==> src/rtl/conv2d_window_scheduler_if.sv <==
// Bus bundle between the window scheduler, pixel memory, the dot-product engine and
// the result stream. Master = scheduler side, slave = memory/engine/downstream side.
interface conv2d_window_scheduler_if #(
    parameter int FILTER_SIZE = 3,
    parameter int DATA_WIDTH  = 8,
    parameter int DIM_WIDTH   = 8,
    parameter int ADDR_WIDTH  = 16
);
    logic                                               mem_rd_en;
    logic [ADDR_WIDTH-1:0]                              mem_addr;
    logic [DATA_WIDTH-1:0]                              mem_rd_data;
    logic [FILTER_SIZE-1:0][FILTER_SIZE-1:0][DATA_WIDTH-1:0] image_patch;
    logic [2*DATA_WIDTH-1:0]                            conv_result;
    logic [2*DATA_WIDTH-1:0]                            out_data;
    logic [DIM_WIDTH-1:0]                               out_row;
    logic [DIM_WIDTH-1:0]                               out_col;
    logic                                               out_valid;
    logic                                               out_ready;

    modport master (
        output mem_rd_en, mem_addr, image_patch, out_data, out_row, out_col, out_valid,
        input  mem_rd_data, conv_result, out_ready
    );

    modport slave (
        input  mem_rd_en, mem_addr, image_patch, out_data, out_row, out_col, out_valid,
        output mem_rd_data, conv_result, out_ready
    );
endinterface

==> src/rtl/conv2d_window_scheduler.sv <==
// Walks every valid FILTER_SIZE x FILTER_SIZE window of an image in pixel memory, gathers
// each window into a patch for the combinational engine and streams one result per window.
module conv2d_window_scheduler #(
    parameter int FILTER_SIZE = 3,
    parameter int DATA_WIDTH  = 8,
    parameter int DIM_WIDTH   = 8,
    parameter int ADDR_WIDTH  = 16
) (
    input  logic                 clk,
    input  logic                 rst,
    input  logic                 i_start,
    input  logic [DIM_WIDTH-1:0] i_img_width,
    input  logic [DIM_WIDTH-1:0] i_img_height,
    output logic                 o_busy,
    output logic                 o_done,
    output logic                 o_err,
    conv2d_window_scheduler_if.master bus
);

    localparam int PATCH_N = FILTER_SIZE * FILTER_SIZE;
    localparam int CNT_W   = $clog2(PATCH_N + 1);
    localparam int IDX_W   = (FILTER_SIZE > 1) ? $clog2(FILTER_SIZE) : 1;
    localparam logic [DIM_WIDTH-1:0] FS_DIM  = DIM_WIDTH'(FILTER_SIZE);
    localparam logic [IDX_W-1:0]     IDX_MAX = IDX_W'(FILTER_SIZE - 1);

    typedef enum logic [2:0] {
        S_IDLE,
        S_FETCH,
        S_COMPUTE,
        S_OUTPUT,
        S_DONE
    } state_t;

    state_t r_state;
    state_t w_next_state;

    logic [DIM_WIDTH-1:0]  r_w;
    logic [DIM_WIDTH-1:0]  r_h;
    logic [DIM_WIDTH-1:0]  r_row;
    logic [DIM_WIDTH-1:0]  r_col;
    logic [CNT_W-1:0]      r_k;
    logic [IDX_W-1:0]      r_fi;
    logic [IDX_W-1:0]      r_fj;
    logic                  r_cap_en;
    logic [IDX_W-1:0]      r_cap_i;
    logic [IDX_W-1:0]      r_cap_j;
    logic [FILTER_SIZE-1:0][FILTER_SIZE-1:0][DATA_WIDTH-1:0] r_patch;
    logic [2*DATA_WIDTH-1:0] r_out_data;
    logic [DIM_WIDTH-1:0]  r_out_row;
    logic [DIM_WIDTH-1:0]  r_out_col;
    logic                  r_out_valid;
    logic                  r_err;

    logic                  w_dims_ok;
    logic                  w_fetch_last;
    logic                  w_rd_en;
    logic                  w_last_col;
    logic                  w_last_row;
    logic [ADDR_WIDTH-1:0] w_addr;

    assign w_dims_ok    = (i_img_width >= FS_DIM) && (i_img_height >= FS_DIM);
    assign w_fetch_last = (r_k == CNT_W'(PATCH_N));
    assign w_rd_en      = (r_state == S_FETCH) && !w_fetch_last;
    assign w_last_col   = (r_col == r_w - FS_DIM);
    assign w_last_row   = (r_row == r_h - FS_DIM);
    assign w_addr       = (ADDR_WIDTH'(r_row) + ADDR_WIDTH'(r_fi)) * ADDR_WIDTH'(r_w)
                        + ADDR_WIDTH'(r_col) + ADDR_WIDTH'(r_fj);

    // NOTE: sequential state uses non-blocking assignments so every flop samples pre-edge values.
    always_ff @(posedge clk or posedge rst) begin
        if (rst) r_state <= S_IDLE;
        else     r_state <= w_next_state;
    end

    // NOTE: default assignment first so no path through the case can infer a latch.
    always_comb begin
        w_next_state = r_state;
        unique case (r_state)
            S_IDLE:    if (i_start && w_dims_ok) w_next_state = S_FETCH;
            S_FETCH:   if (w_fetch_last)         w_next_state = S_COMPUTE;
            S_COMPUTE:                           w_next_state = S_OUTPUT;
            S_OUTPUT:  if (bus.out_ready)
                           w_next_state = (w_last_row && w_last_col) ? S_DONE : S_FETCH;
            S_DONE:                              w_next_state = S_IDLE;
            default:                             w_next_state = S_IDLE;
        endcase
    end

    always_comb begin
        o_busy          = (r_state != S_IDLE);
        o_done          = (r_state == S_DONE);
        o_err           = r_err;
        bus.mem_rd_en   = w_rd_en;
        bus.mem_addr    = w_rd_en ? w_addr : '0;
        bus.image_patch = r_patch;
        bus.out_data    = r_out_data;
        bus.out_row     = r_out_row;
        bus.out_col     = r_out_col;
        bus.out_valid   = r_out_valid;
    end

    // NOTE: the patch array is reset explicitly; it is small and the engine must see zeros after reset.
    always_ff @(posedge clk or posedge rst) begin
        if (rst) begin
            r_w         <= '0;
            r_h         <= '0;
            r_row       <= '0;
            r_col       <= '0;
            r_k         <= '0;
            r_fi        <= '0;
            r_fj        <= '0;
            r_cap_en    <= 1'b0;
            r_cap_i     <= '0;
            r_cap_j     <= '0;
            r_patch     <= '0;
            r_out_data  <= '0;
            r_out_row   <= '0;
            r_out_col   <= '0;
            r_out_valid <= 1'b0;
            r_err       <= 1'b0;
        end else begin
            r_err    <= (r_state == S_IDLE) && i_start && !w_dims_ok;
            // Read data returns one cycle after the strobe, so the patch slot index is delayed too.
            r_cap_en <= w_rd_en;
            r_cap_i  <= r_fi;
            r_cap_j  <= r_fj;
            if (r_cap_en) r_patch[r_cap_i][r_cap_j] <= bus.mem_rd_data;

            unique case (r_state)
                S_IDLE: begin
                    if (i_start && w_dims_ok) begin
                        r_w   <= i_img_width;
                        r_h   <= i_img_height;
                        r_row <= '0;
                        r_col <= '0;
                        r_k   <= '0;
                        r_fi  <= '0;
                        r_fj  <= '0;
                    end
                end
                S_FETCH: begin
                    if (!w_fetch_last) begin
                        r_k <= r_k + CNT_W'(1);
                        if (r_fj == IDX_MAX) begin
                            r_fj <= '0;
                            r_fi <= r_fi + IDX_W'(1);
                        end else begin
                            r_fj <= r_fj + IDX_W'(1);
                        end
                    end
                end
                S_COMPUTE: begin
                    r_out_data  <= bus.conv_result;
                    r_out_row   <= r_row;
                    r_out_col   <= r_col;
                    r_out_valid <= 1'b1;
                end
                S_OUTPUT: begin
                    if (bus.out_ready) begin
                        r_out_valid <= 1'b0;
                        r_k         <= '0;
                        r_fi        <= '0;
                        r_fj        <= '0;
                        if (w_last_col) begin
                            r_col <= '0;
                            r_row <= r_row + DIM_WIDTH'(1);
                        end else begin
                            r_col <= r_col + DIM_WIDTH'(1);
                        end
                    end
                end
                default: ;
            endcase
        end
    end

endmodule

==> src/flat_wrapper.sv <==
// flat-port wrapper written by rule: the top's interface ports become plain ports
module conv2d_window_scheduler_flat 
#(
    parameter int FILTER_SIZE = 3,
    parameter int DATA_WIDTH  = 8,
    parameter int DIM_WIDTH   = 8,
    parameter int ADDR_WIDTH  = 16
)
  (clk, rst, i_start, i_img_width, i_img_height, o_busy, o_done, o_err, bus_mem_rd_en, bus_mem_addr, bus_image_patch, bus_out_data, bus_out_row, bus_out_col, bus_out_valid, bus_mem_rd_data, bus_conv_result, bus_out_ready);
  conv2d_window_scheduler_if #(.FILTER_SIZE(FILTER_SIZE), .DATA_WIDTH(DATA_WIDTH), .DIM_WIDTH(DIM_WIDTH), .ADDR_WIDTH(ADDR_WIDTH)) bus_i ();
  input  logic clk;
  input  logic rst;
  input  logic i_start;
  input  logic [DIM_WIDTH-1:0] i_img_width;
  input  logic [DIM_WIDTH-1:0] i_img_height;
  output logic o_busy;
  output logic o_done;
  output logic o_err;
  output wire logic [$bits(bus_i.mem_rd_en)-1:0] bus_mem_rd_en;
  output wire logic [$bits(bus_i.mem_addr)-1:0] bus_mem_addr;
  output wire logic [$bits(bus_i.image_patch)-1:0] bus_image_patch;
  output wire logic [$bits(bus_i.out_data)-1:0] bus_out_data;
  output wire logic [$bits(bus_i.out_row)-1:0] bus_out_row;
  output wire logic [$bits(bus_i.out_col)-1:0] bus_out_col;
  output wire logic [$bits(bus_i.out_valid)-1:0] bus_out_valid;
  input wire logic [$bits(bus_i.mem_rd_data)-1:0] bus_mem_rd_data;
  input wire logic [$bits(bus_i.conv_result)-1:0] bus_conv_result;
  input wire logic [$bits(bus_i.out_ready)-1:0] bus_out_ready;
  assign bus_mem_rd_en = bus_i.mem_rd_en;
  assign bus_mem_addr = bus_i.mem_addr;
  assign bus_image_patch = bus_i.image_patch;
  assign bus_out_data = bus_i.out_data;
  assign bus_out_row = bus_i.out_row;
  assign bus_out_col = bus_i.out_col;
  assign bus_out_valid = bus_i.out_valid;
  assign bus_i.mem_rd_data = bus_mem_rd_data;
  assign bus_i.conv_result = bus_conv_result;
  assign bus_i.out_ready = bus_out_ready;
  conv2d_window_scheduler #(.FILTER_SIZE(FILTER_SIZE), .DATA_WIDTH(DATA_WIDTH), .DIM_WIDTH(DIM_WIDTH), .ADDR_WIDTH(ADDR_WIDTH)) u_core (.clk(clk), .rst(rst), .i_start(i_start), .i_img_width(i_img_width), .i_img_height(i_img_height), .o_busy(o_busy), .o_done(o_done), .o_err(o_err), .bus(bus_i));
endmodule
==> config.mk <==
export PLATFORM = sky130hd
export DESIGN_NAME = conv2d_window_scheduler_flat
export DESIGN_NICKNAME = d
export VERILOG_FILES = /design/src/rtl/conv2d_window_scheduler_if.sv /design/src/rtl/conv2d_window_scheduler.sv /design/src/flat_wrapper.sv
export SDC_FILE = /design/constraint.sdc
export NUM_CORES = 1
export LEC_CHECK = 0
export ABC_AREA = 1
export CAP_MARGIN = 20
export CELL_PAD_IN_SITES_DETAIL_PLACEMENT = 1
export CELL_PAD_IN_SITES_GLOBAL_PLACEMENT = 1
export CORE_ASPECT_RATIO = 1.2
export CORE_MARGIN = 5
export CORE_UTILIZATION = 43
export DETAILED_ROUTE_END_ITERATION = 8
export PLACE_DENSITY = 0.89
export SYNTH_ARGS = -nofsm -noshare
export SYNTH_HDL_FRONTEND = slang
export SYNTH_SLANG_ARGS = --single-unit
==> constraint.sdc <==
create_clock -name clk -period 11.15 [get_ports clk]
set_input_delay 2.23 -clock clk [delete_from_list [all_inputs] [get_ports clk]]
set_output_delay 2.23 -clock clk [all_outputs]
set_load 0.02 [all_outputs]
### After elaboration in Yosys (flattened, before gate mapping)

Index checks and enable logic that the tools add are counted.
W data, S select, Z words.

| word-level totals | value |
|---|---|
| bits in registers | 154 |
| bits of input ports | 44 |
| output and inout bits | 125 |
| word-level logic and storage cells | 110 |

| operators by class | value |
|---|---|
| add/sub/neg operators | 10 |
| multipliers | 1 |
| order comparisons | 6 |
| eq/ne operators | 14 |
| mux-type cells | 32 |
| reduce and logical (&&, ||, !) cells | 22 |

Operator list:

| kind | number |
|---|---|
| $bwmux W72 | 1 |
| $demux W24 S2 | 1 |
| $mux W8 | 6 |
| $pmux W8 S2 | 2 |
| $mux W24 | 1 |
| $add A16 B2 Y16 | 1 |
| $add A16 B8 Y16 | 1 |
| $add A8 B1 Y8 const B | 2 |
| $demux W8 S2 | 1 |
| $eq A8 B8 Y1 | 2 |
| $ge A8 B2 Y1 const B | 2 |
| $mul A16 B8 Y16 | 1 |
| $mux W16 | 1 |
| $sub A8 B2 Y8 const B | 2 |
| $mux W2 | 6 |
| $mux W3 | 4 |
| $mux W4 | 3 |
| $pmux W2 S3 | 2 |
| $pmux W3 S4 | 1 |
| $pmux W4 S3 | 1 |
| $add A8 B2 Y9 | 1 |
| $logic_and A1 B1 Y1 | 8 |
| $reduce_and A4 Y1 | 2 |
| $eq A3 B2 Y1 const B | 2 |
| other kinds (19) | 31 |

### Logic depth before layout (Yosys ltp)

Gate-level depths: netlist (run 1).

| depth | value |
|---|---|
| depth after elaboration | 7 |
| gate-level depth with buffers | 27 |
| mapped depth without buffers | 27 |

### Worst setup path before layout (run 1)

No wires, ideal clock.

| timing | value |
|---|---|
| path kind | reg2out |
| start | register u_core.r_row[0] |
| end | output bus_mem_addr[12] |
| arrival time | 5.045 ns |
| required time | 8.920 ns |
| slack | 3.875 ns |
| cell stages (with the launch flop) | 24 |
| path buffers | 0 |
| path through | dfrtp_1 > ha_1 > fa_1 > nand2_1 > inv_1 > or2_2 > inv_1 > nand2_1 > fa_1 > fa_1 > inv_1 > fa_1 > inv_1 > fa_1 > inv_1 > ha_1 > inv_1 > o21ai_0 > nand3_1 > nand3_1 > nand3_1 > nand2_1 > o21ai_0 > a21oi_1 |

| between the ends | value |
|---|---|
| word-level cells in the longest chain between the ends | 5 |

Ends and longest elaborated chain:

| what | RTL line | RTL |
|---|---|---|
| start, declared | conv2d_window_scheduler.sv:39 | `logic [DIM_WIDTH-1:0] r_row;` |
| start signal, assigned | conv2d_window_scheduler.sv:166 | `r_row <= r_row + DIM_WIDTH'(1);` |
| $add A8 B2 Y9 | conv2d_window_scheduler.sv:66 | `assign w_addr = (ADDR_WIDTH'(r_row) + ADDR_WIDTH'(r_fi)) * ADDR_WIDTH'(r_w)` |
| $mul A16 B8 Y16 | conv2d_window_scheduler.sv:66 |  |
| $add A16 B8 Y16 | conv2d_window_scheduler.sv:67 | `+ ADDR_WIDTH'(r_col) + ADDR_WIDTH'(r_fj);` |
| $add A16 B2 Y16 | conv2d_window_scheduler.sv:67 |  |
| $mux W16 | conv2d_window_scheduler.sv:94 | `bus.mem_addr = w_rd_en ? w_addr : '0;` |
| end, declared | flat_wrapper.sv:20 | `output wire logic [$bits(bus_i.mem_addr)-1:0] bus_mem_addr;` |

Every way passes these cells.

### Worst setup path after layout (run 1)

| timing | value |
|---|---|
| start | register u_core.r_row[0] |
| end | output bus_mem_addr[13] |

Same word-level chain as after synthesis.

==> results of run 1 <==
final cells by class:
class / instances / area [µm²]
multi-input cells: 755 / 4850
fillers: 2566 / 9710
well taps: 274 / 343
repair buffers: 171 / 1700
flip-flops and latches: 154 / 3850
clock buffers: 17 / 425
inverters: 166 / 633
clock inverters: 15 / 179
kinds of logic (layout without fill, tap and decap cells):
| family | count (synthesis) | after routing | synth area share, % |
|---|---|---|---|
| and+or+nand+nor | 457 | 457 | 20.5 |
| buffers and inverters | 198 | 369 | 8.24 |
| DFF | 154 | 154 | 40.6 |
| AOI/OAI and AO/OA | 145 | 145 | 7.99 |
| adders and majority gates | 95 | 95 | 16.6 |
| xor gates and xnor gates | 36 | 36 | 3.40 |
| muxes | 22 | 22 | 2.61 |
power breakdown:
part           internal [W]  total [W]  switching [W]
Sequential         0.000778   0.000969       0.000191
Clock              0.000303   0.000583       0.000280
Combinational      0.000622    0.00150       0.000873
layout by cell type, fill, tap and decap left out, types with 2 or more instances in the layout:
cell type,Yosys,final
o21ai_1,3,3
inv_2,7,7
xnor2_1,14,14
inv_8,0,4
mux2_2,22,22
inv_1,157,156
nor2_4,2,2
nand4_1,8,8
inv_6,0,2
xor2_1,21,21
nor3_1,8,8
and2_1,2,2
nor2_1,130,130
ha_1,43,43
nor2_2,6,6
or2_2,3,3
a21o_1,2,2
a31o_2,2,2
fa_1,52,52
nor3_2,3,3
clkdlybuf4s50_1,0,168
clkbuf_16,0,17
dfrtp_1,154,154
clkinv_8,0,5
a31oi_1,3,3
nand2_2,3,3
clkinv_4,0,5
nand2_4,4,4
nand3_2,3,3
buf_4,2,3
a21oi_1,45,45
inv_4,2,2
nand2_1,236,236
nand3_1,46,46
o21ai_0,85,85
flip-flops by register name, indices dropped and copies added, names as in the netlist, 8 cells and up:
signal / count
u_core.bus.out_row: 8
u_core.r_w: 8
u_core.r_col: 8
u_core.r_h: 8
u_core.r_row: 8
u_core.bus.out_col: 8
u_core.bus.image_patch: 72
u_core.bus.out_data: 16
worst min-delay path by stage:
| stage | cells past startpoint | end | slack, ps |
|---|---|---|---|
| 2_1_floorplan | 0 | u_core.r_cap_j[0]$_DFF_PP0_ | 410 |
| 3_3_place_gp | 0 | u_core.r_cap_i[0]$_DFF_PP0_ | 440 |
| 3_5_place_dp | 0 | u_core.r_cap_j[0]$_DFF_PP0_ | 450 |
| 4_1_cts | 0 | u_core.r_cap_j[0]$_DFF_PP0_ | 460 |
| 5_1_grt | 0 | u_core.r_cap_j[0]$_DFF_PP0_ | 480 |
| 6_report | 0 | u_core.r_cap_j[0]$_DFF_PP0_ | 460 |
per-layer routing:
| metal | part of all wire [%] | GRT usage, % |
|---|---|---|
| met1 | 39 | 25.8 |
| met3 | 4.1 | 3.77 |
| met2 | 54 | 41.4 |
| met4 | 2.7 | 7.70 |
| met5 | 0 | 0 |
stage by stage:
stage / instance area [µm²] / hold WS, ps / setup WS (ps)
2_1_floorplan: 9490 / 410 / 3880
3_3_place_gp: 11400 / 437 / 3160
3_5_place_dp: 11400 / 451 / 2930
4_1_cts: 12000 / 462 / 2370
5_1_grt: 12000 / 479 / 2050
6_report: 12000 / 457 / 2390
==> results.txt, run 1 <==
Outcome -> finished, final reports clean
Vias in the first global route -> 8964
Clock tree buffer depth -> 2
Leading cell types by count after synthesis -> 236 x nand2_1, 157 x inv_1, 154 x dfrtp_1, 130 x nor2_1, 85 x o21ai_0
Count of pins over their slew limit -> 0
Number of DRC markers in iteration 0 -> 334
Setup Buffers After CTS -> 0
Worst Setup EP -> bus_mem_addr[13]
Core Footprint -> 0.0217 mm²
PostCTS Resize Cnt -> 0
# rows -> 59
CP max stage delay -> 610 ps
GP Congestion -> 0.879
DR vias -> 8180
Dpl cells -> 1520
Worst path required time -> 8920 ps
Data arrival, critical path -> 6530 ps
Final Hold Fails -> 0
Hold Buf Count CTS -> 0
Setup crit end kind -> output port
Clk slew on worst S/H paths -> 70 ps
Top cell type by total area after synthesis -> dfrtp_1
Die ar. -> 0.0251 mm²
Clk_skew -> 14.9 ps
Crit-path max FO -> 6
Worst Hold Launch -> u_core.r_fj[0]$_DFFE_PP0P_
Synth Instances -> 1107
Syn Nets -> 1246
Clock sinks -> 154
Worst setup path startpoint -> u_core.r_row[0]$_DFFE_PP0P_
Count of different cell masters after synthesis -> 42
Reg2Reg Capture Point -> u_core.r_row[0]$_DFFE_PP0P_
TritonRoute pass-1 iters -> 4
Worst min path class -> flip-flop to flip-flop
FF+latch count, synth -> 154
R2R Setup Slk -> 8910 ps
ANT cells -> 0
Finish-stage setup viols -> 0
R2R Path Start -> u_core.r_w[0]$_DFFE_PP0P_
Pleak -> 5.95 nW
Worst reg2reg path depth -> 13
Crit path max-delay family -> adder cells
CP max-delay cell -> clkdlybuf4s50_1
Fmax -> 0.114 GHz
Largest net degree at the start of global routing -> 89
CP bufs+invs -> 7
Antenna viol nets, final -> 0
Post-Layout Cell Count -> 1552
Grt total ovfl -> 0
Post-Synthesis Cell Area -> 0.00949 mm²
Synth Flop Type -> dfrtp_1
Startpoint types -> flip-flop
Total Power -> 0.00305 W
Top Ports -> 169
PwrDens -> 254 mW/mm²
WL/cell -> 18.1 µm
IO buf count -> 168
Die height -> 173 µm
Largest cells by area after synthesis -> dfrtp_1 41%, fa_1 11%, nand2_1 9.3%
Remaining DRCs -> 0
Most common cell in the netlist -> nand2_1
CTS tree -> done
EDFF count, synth -> 0
CTS Buf Count -> 17
Worst-skew pair later-pin latency -> 430 ps
Initial antenna violation count -> 0
FFs w/ async S/R, synth -> 100%
Routed WL -> 28100 µm
Maximum VDD drop -> 239 µV
Global-route wire length before repair -> 46100 µm
Worst-margin pin slew -> 987 ps
Cell mode on critical path -> nand2_1
CP Depth -> 27
Worst slew margin -> 34.0%
Hpwl dp -> 21500 µm
Area Overhead vs Synth -> 26.4%
Total Neg Setup Slack -> 0 ps
Root Driver -> clkbuf_16
Sequential cell area fraction in the yosys report -> 40.6%
Post-layout util -> 55.2%
RSZ-0062 raised after global routing -> no
Tmin final -> 8760 ps
Initial core utilization -> 43.7%
Warnings, synthesis -> 0
Synth Area per Inst -> 8.57 µm²
Die Span X -> 146 µm
H-tree depth -> 4
Period utilisation layout -> 78.6%
Synth top area share -> 40.6%
Maxcap violations -> 0
GRT Util Overall -> 22.3%
Nets -> 1404
Crit Path Category -> flip-flop to output port
Drt via density -> 5.27
Share of cells above drive strength 1 -> 7.51%
(Power assumes the default switching activity.)
==> run 2: changes to the inputs <==
--- a/config.mk
+++ b/config.mk
@@ -11,9 +11,9 @@
 export CELL_PAD_IN_SITES_GLOBAL_PLACEMENT = 1
 export CORE_ASPECT_RATIO = 1.2
 export CORE_MARGIN = 5
-export CORE_UTILIZATION = 43
+export CORE_UTILIZATION = 36
 export DETAILED_ROUTE_END_ITERATION = 8
-export PLACE_DENSITY = 0.89
+export PLACE_DENSITY = 0.8
 export SYNTH_ARGS = -nofsm -noshare
 export SYNTH_HDL_FRONTEND = slang
 export SYNTH_SLANG_ARGS = --single-unit
==> constraint.sdc (replaced) <==
create_clock -name clk -period 7.27 [get_ports clk]
set_input_delay 1.454 -clock clk [delete_from_list [all_inputs] [get_ports clk]]
set_output_delay 1.454 -clock clk [all_outputs]
set_load 0.02 [all_outputs]
==> results.txt, run 2 (synthesis gave the netlist of run 1 again) <==
Outcome -> finished, final reports clean (unchanged)
Count of pins over their slew limit -> 0 (unchanged)
Share of cells above drive strength 1 -> 11.4% (was 7.51%)
GR Util met2 -> 34.6% (was 41.4%)
Fmax -> 0.143 GHz
Commonest cells after routing, fill and taps aside -> 232 x nand2_1, 159 x clkdlybuf4s50_1, 152 x dfrtp_1, 150 x inv_1, 127 x nor2_1 (was 236 x nand2_1, 168 x clkdlybuf4s50_1, 156 x inv_1, 154 x dfrtp_1, 130 x nor2_1)
PwrDens -> 382 mW/mm² (was 254 mW/mm²)
Worst slew margin -> 32.7% (was 34.0%)
Most used routing layer in global routing -> met2 (unchanged)
Antenna viol nets, final -> 0 (unchanged)
Top Ports -> 169 (unchanged)
Clk slew on worst S/H paths -> 70 ps (about the same)
R2R Path Start -> u_core.r_w[0]$_DFFE_PP0P_ (unchanged)
GRT Util Overall -> 19.0% (was 22.3%)
Crit path max-delay family -> adder cells (unchanged)
M3 GR Usage -> 2.91% (was 3.77%)
Initial core utilization -> 36.2% (was 43.7%)
Area Overhead vs Synth -> 29.6% (was 26.4%)
Register area -> 0.00386 mm² (was 0.00385 mm²)
Worst-margin pin slew -> 1000 ps (was 987 ps)
Max reg flops -> 72 (unchanged)
Startpoint types -> flip-flop (unchanged)
WL/cell -> 17.1 µm (was 18.1 µm)
Crit-path max FO -> 5 (was 6)
Die ar. -> 0.0297 mm² (was 0.0251 mm²)
H-tree depth -> 4 (unchanged)
Worst setup path startpoint -> u_core.r_fi[1]$_DFFE_PP0P_ (was u_core.r_row[0]$_DFFE_PP0P_)
Layout fillers -> 3090 (was 2566)
Setup WS pre-CTS -> -54.1 ps (was 2930 ps)
Hold slack -> 450 ps (was 457 ps)
Worst path required time -> 5820 ps (was 8920 ps)
CP bufs+invs -> 6 (was 7)
Vias in the first global route -> 8600 (was 8964)
Maximum VDD drop -> 167 µV (was 239 µV)
Clk_skew -> 18.1 ps (was 14.9 ps)
Finish-stage setup viols -> 0 (unchanged)
GP Congestion -> 0.869 (was 0.879)
Largest net degree at the start of global routing -> 101 (was 89)
Number of DRC markers in iteration 0 -> 309 (was 334)
CTS Buf Count -> 17 (unchanged)
Maxcap violations -> 0 (unchanged)
Setup crit end kind -> output port (unchanged)
DR vias -> 8052 (was 8180)
Worst path cell trace -> ha_4, nand2_1, a21oi_2, inv_2, nor2_1, nand2_1, nor2_2, xor2_2, nand2_1, fa_1, inv_1, fa_1, fa_1, inv_1, fa_1, inv_1, ha_1, inv_1, o21ai_1, nand3_1, nand3_2, xnor2_1, nor2_1, dlygate4sd2_1
Data arrival, critical path -> 5560 ps (was 6530 ps)
TritonRoute pass-1 iters -> 4 (unchanged)
Post-layout util -> 47.0% (was 55.2%)
Clock sinks -> 154 (unchanged)
Drt via density -> 4.94 (was 5.27)
Grt total ovfl -> 0 (unchanged)
Clock tree buffer depth -> 2 (unchanged)
Global-route wire length before repair -> 45300 µm (was 46100 µm)
Remaining DRCs -> 0 (unchanged)
Die height -> 188 µm (was 173 µm)
IO buf count -> 168 (unchanged)
Hpwl dp -> 21400 µm (was 21500 µm)
Dpl cells -> 1589 (was 1520)
CTS tree -> done (unchanged)
Worst-skew pair later-pin latency -> 430 ps (about the same)
Pleak -> 6.04 nW (was 5.95 nW)
Initial antenna violation count -> 0 (unchanged)
Hold Buf Count CTS -> 0 (unchanged)
ANT cells -> 0 (unchanged)
Final worst slack -> 259 ps (was 2390 ps)
CP max-delay cell -> fa_1 (was clkdlybuf4s50_1)
Routed WL -> 27900 µm (was 28100 µm)
Die Span X -> 158 µm (was 146 µm)
Met1 Resource Use GR -> 22.7% (was 25.8%)
Multi-input combinational cell area -> 0.00497 mm² (was 0.00485 mm²)
Tmin final -> 7010 ps
Crit Path Category -> flip-flop to output port (unchanged)
Post-Layout Cell Count -> 1631 (was 1552)
Root Driver -> clkbuf_16 (unchanged)
CP max stage delay -> 530 ps (was 610 ps)
Final Hold Fails -> 0 (unchanged)
Worst Hold Launch -> u_core.r_fj[0]$_DFFE_PP0P_ (unchanged)
Worst min path class -> flip-flop to flip-flop (unchanged)
Period utilisation layout -> 96.4%
Core Footprint -> 0.0262 mm² (was 0.0217 mm²)
Nets -> 1422 (was 1404)
Commonest non-fill, non-tap cell in the layout -> nand2_1 (unchanged)
# rows -> 65 (was 59)
[run 2: cell count changes in the layout (fill, tap and decap cells not counted), moves of 4 or more]
cell,delta
buf_4,+21
clkdlybuf4s50_1,-9
clkinv_8,-5
ha_1,-6
ha_4,+5
inv_1,-6
inv_2,+5
nand2_1,-4
[run 2: final timing paths]
kind	end	slack [ps]	cells past startpoint
worst max-delay path	bus_mem_addr[10]	260	24
worst min-delay path	u_core.r_cap_j[0]$_DFF_PP0_	450	0
worst max register to register	u_core.r_row[4]$_DFFE_PP0P_	5030	13
worst min register to register	u_core.r_cap_j[0]$_DFF_PP0_	450	0
max in group asynchronous	u_core.r_row[1]$_DFFE_PP0P_	4340	3
min in group asynchronous	u_core.bus.out_data[12]$_DFFE_PP0P_	1610	2
[run 2: power by group]
part | leakage (nW) | total [W] | internal (W) | switching [W]
Combinational | 3.90 | 0.00232 | 0.000967 | 0.00135
Sequential | 1.84 | 0.00147 | 0.00119 | 0.000277
Clock | 0.295 | 0.000910 | 0.000524 | 0.000386
[run 2: area by class of cell]
cell class | count | area share (%)
Sequential cell | 154 | 31.4
Clock buffer | 18 | 3.57
Multi-Input combinational cell | 755 | 40.4
Timing Repair Buffer | 189 | 14.7
Inverter | 166 | 5.17
Tap cell | 335 | 3.41
Clock inverter | 14 | 1.31
[run 2: what timing repair did]
item,4_1_cts,5_1_grt
buffers inserted,0,10
pin swaps,0,21
gates resized for setup,30,35
setup endpoints to repair,9,10
[run 2: worst reg2reg max path: cells and delay by family, from the launching register on]
family,cells,cell delay [ps]
AO/OA/AOI/OAI,1,220
adder cells (fa/ha/maj),1,310
buffers and inverters,2,220
flip-flops,1,550
AND/OR/NAND/NOR,9,840
[run 2: metrics by stage]
stage / setup TNS (ps) / area [µm²] / total power [W]
after floorplan: 0 / 9490 / 0.00278
after global placement: 0 / 11500 / 0.00370
after detailed placement: -54.1 / 11500 / 0.00380
after CTS: 0 / 12100 / 0.00475
after global routing: -28.9 / 12300 / 0.00503
final: 0 / 12300 / 0.00470
[run 2: routing by layer]
layer | up-vias | routed length, µm
li1 | 3813 | -
met1 | 4016 | 11300
met2 | 173 | 14800
met3 | 50 | 1020
met4 | 0 | 732
met5 | - | 0
==> run 3: changes to the inputs <==
--- a/config.mk
+++ b/config.mk
@@ -12,6 +12,7 @@
 export CORE_ASPECT_RATIO = 1.2
 export CORE_MARGIN = 5
 export CORE_UTILIZATION = 36
+export CTS_CLUSTER_DIAMETER = 30
 export DETAILED_ROUTE_END_ITERATION = 8
 export PLACE_DENSITY = 0.8
 export SYNTH_ARGS = -nofsm -noshare
==> results of run 3 <==
The final DEF is identical to that of run 2; final timing and power are the same.
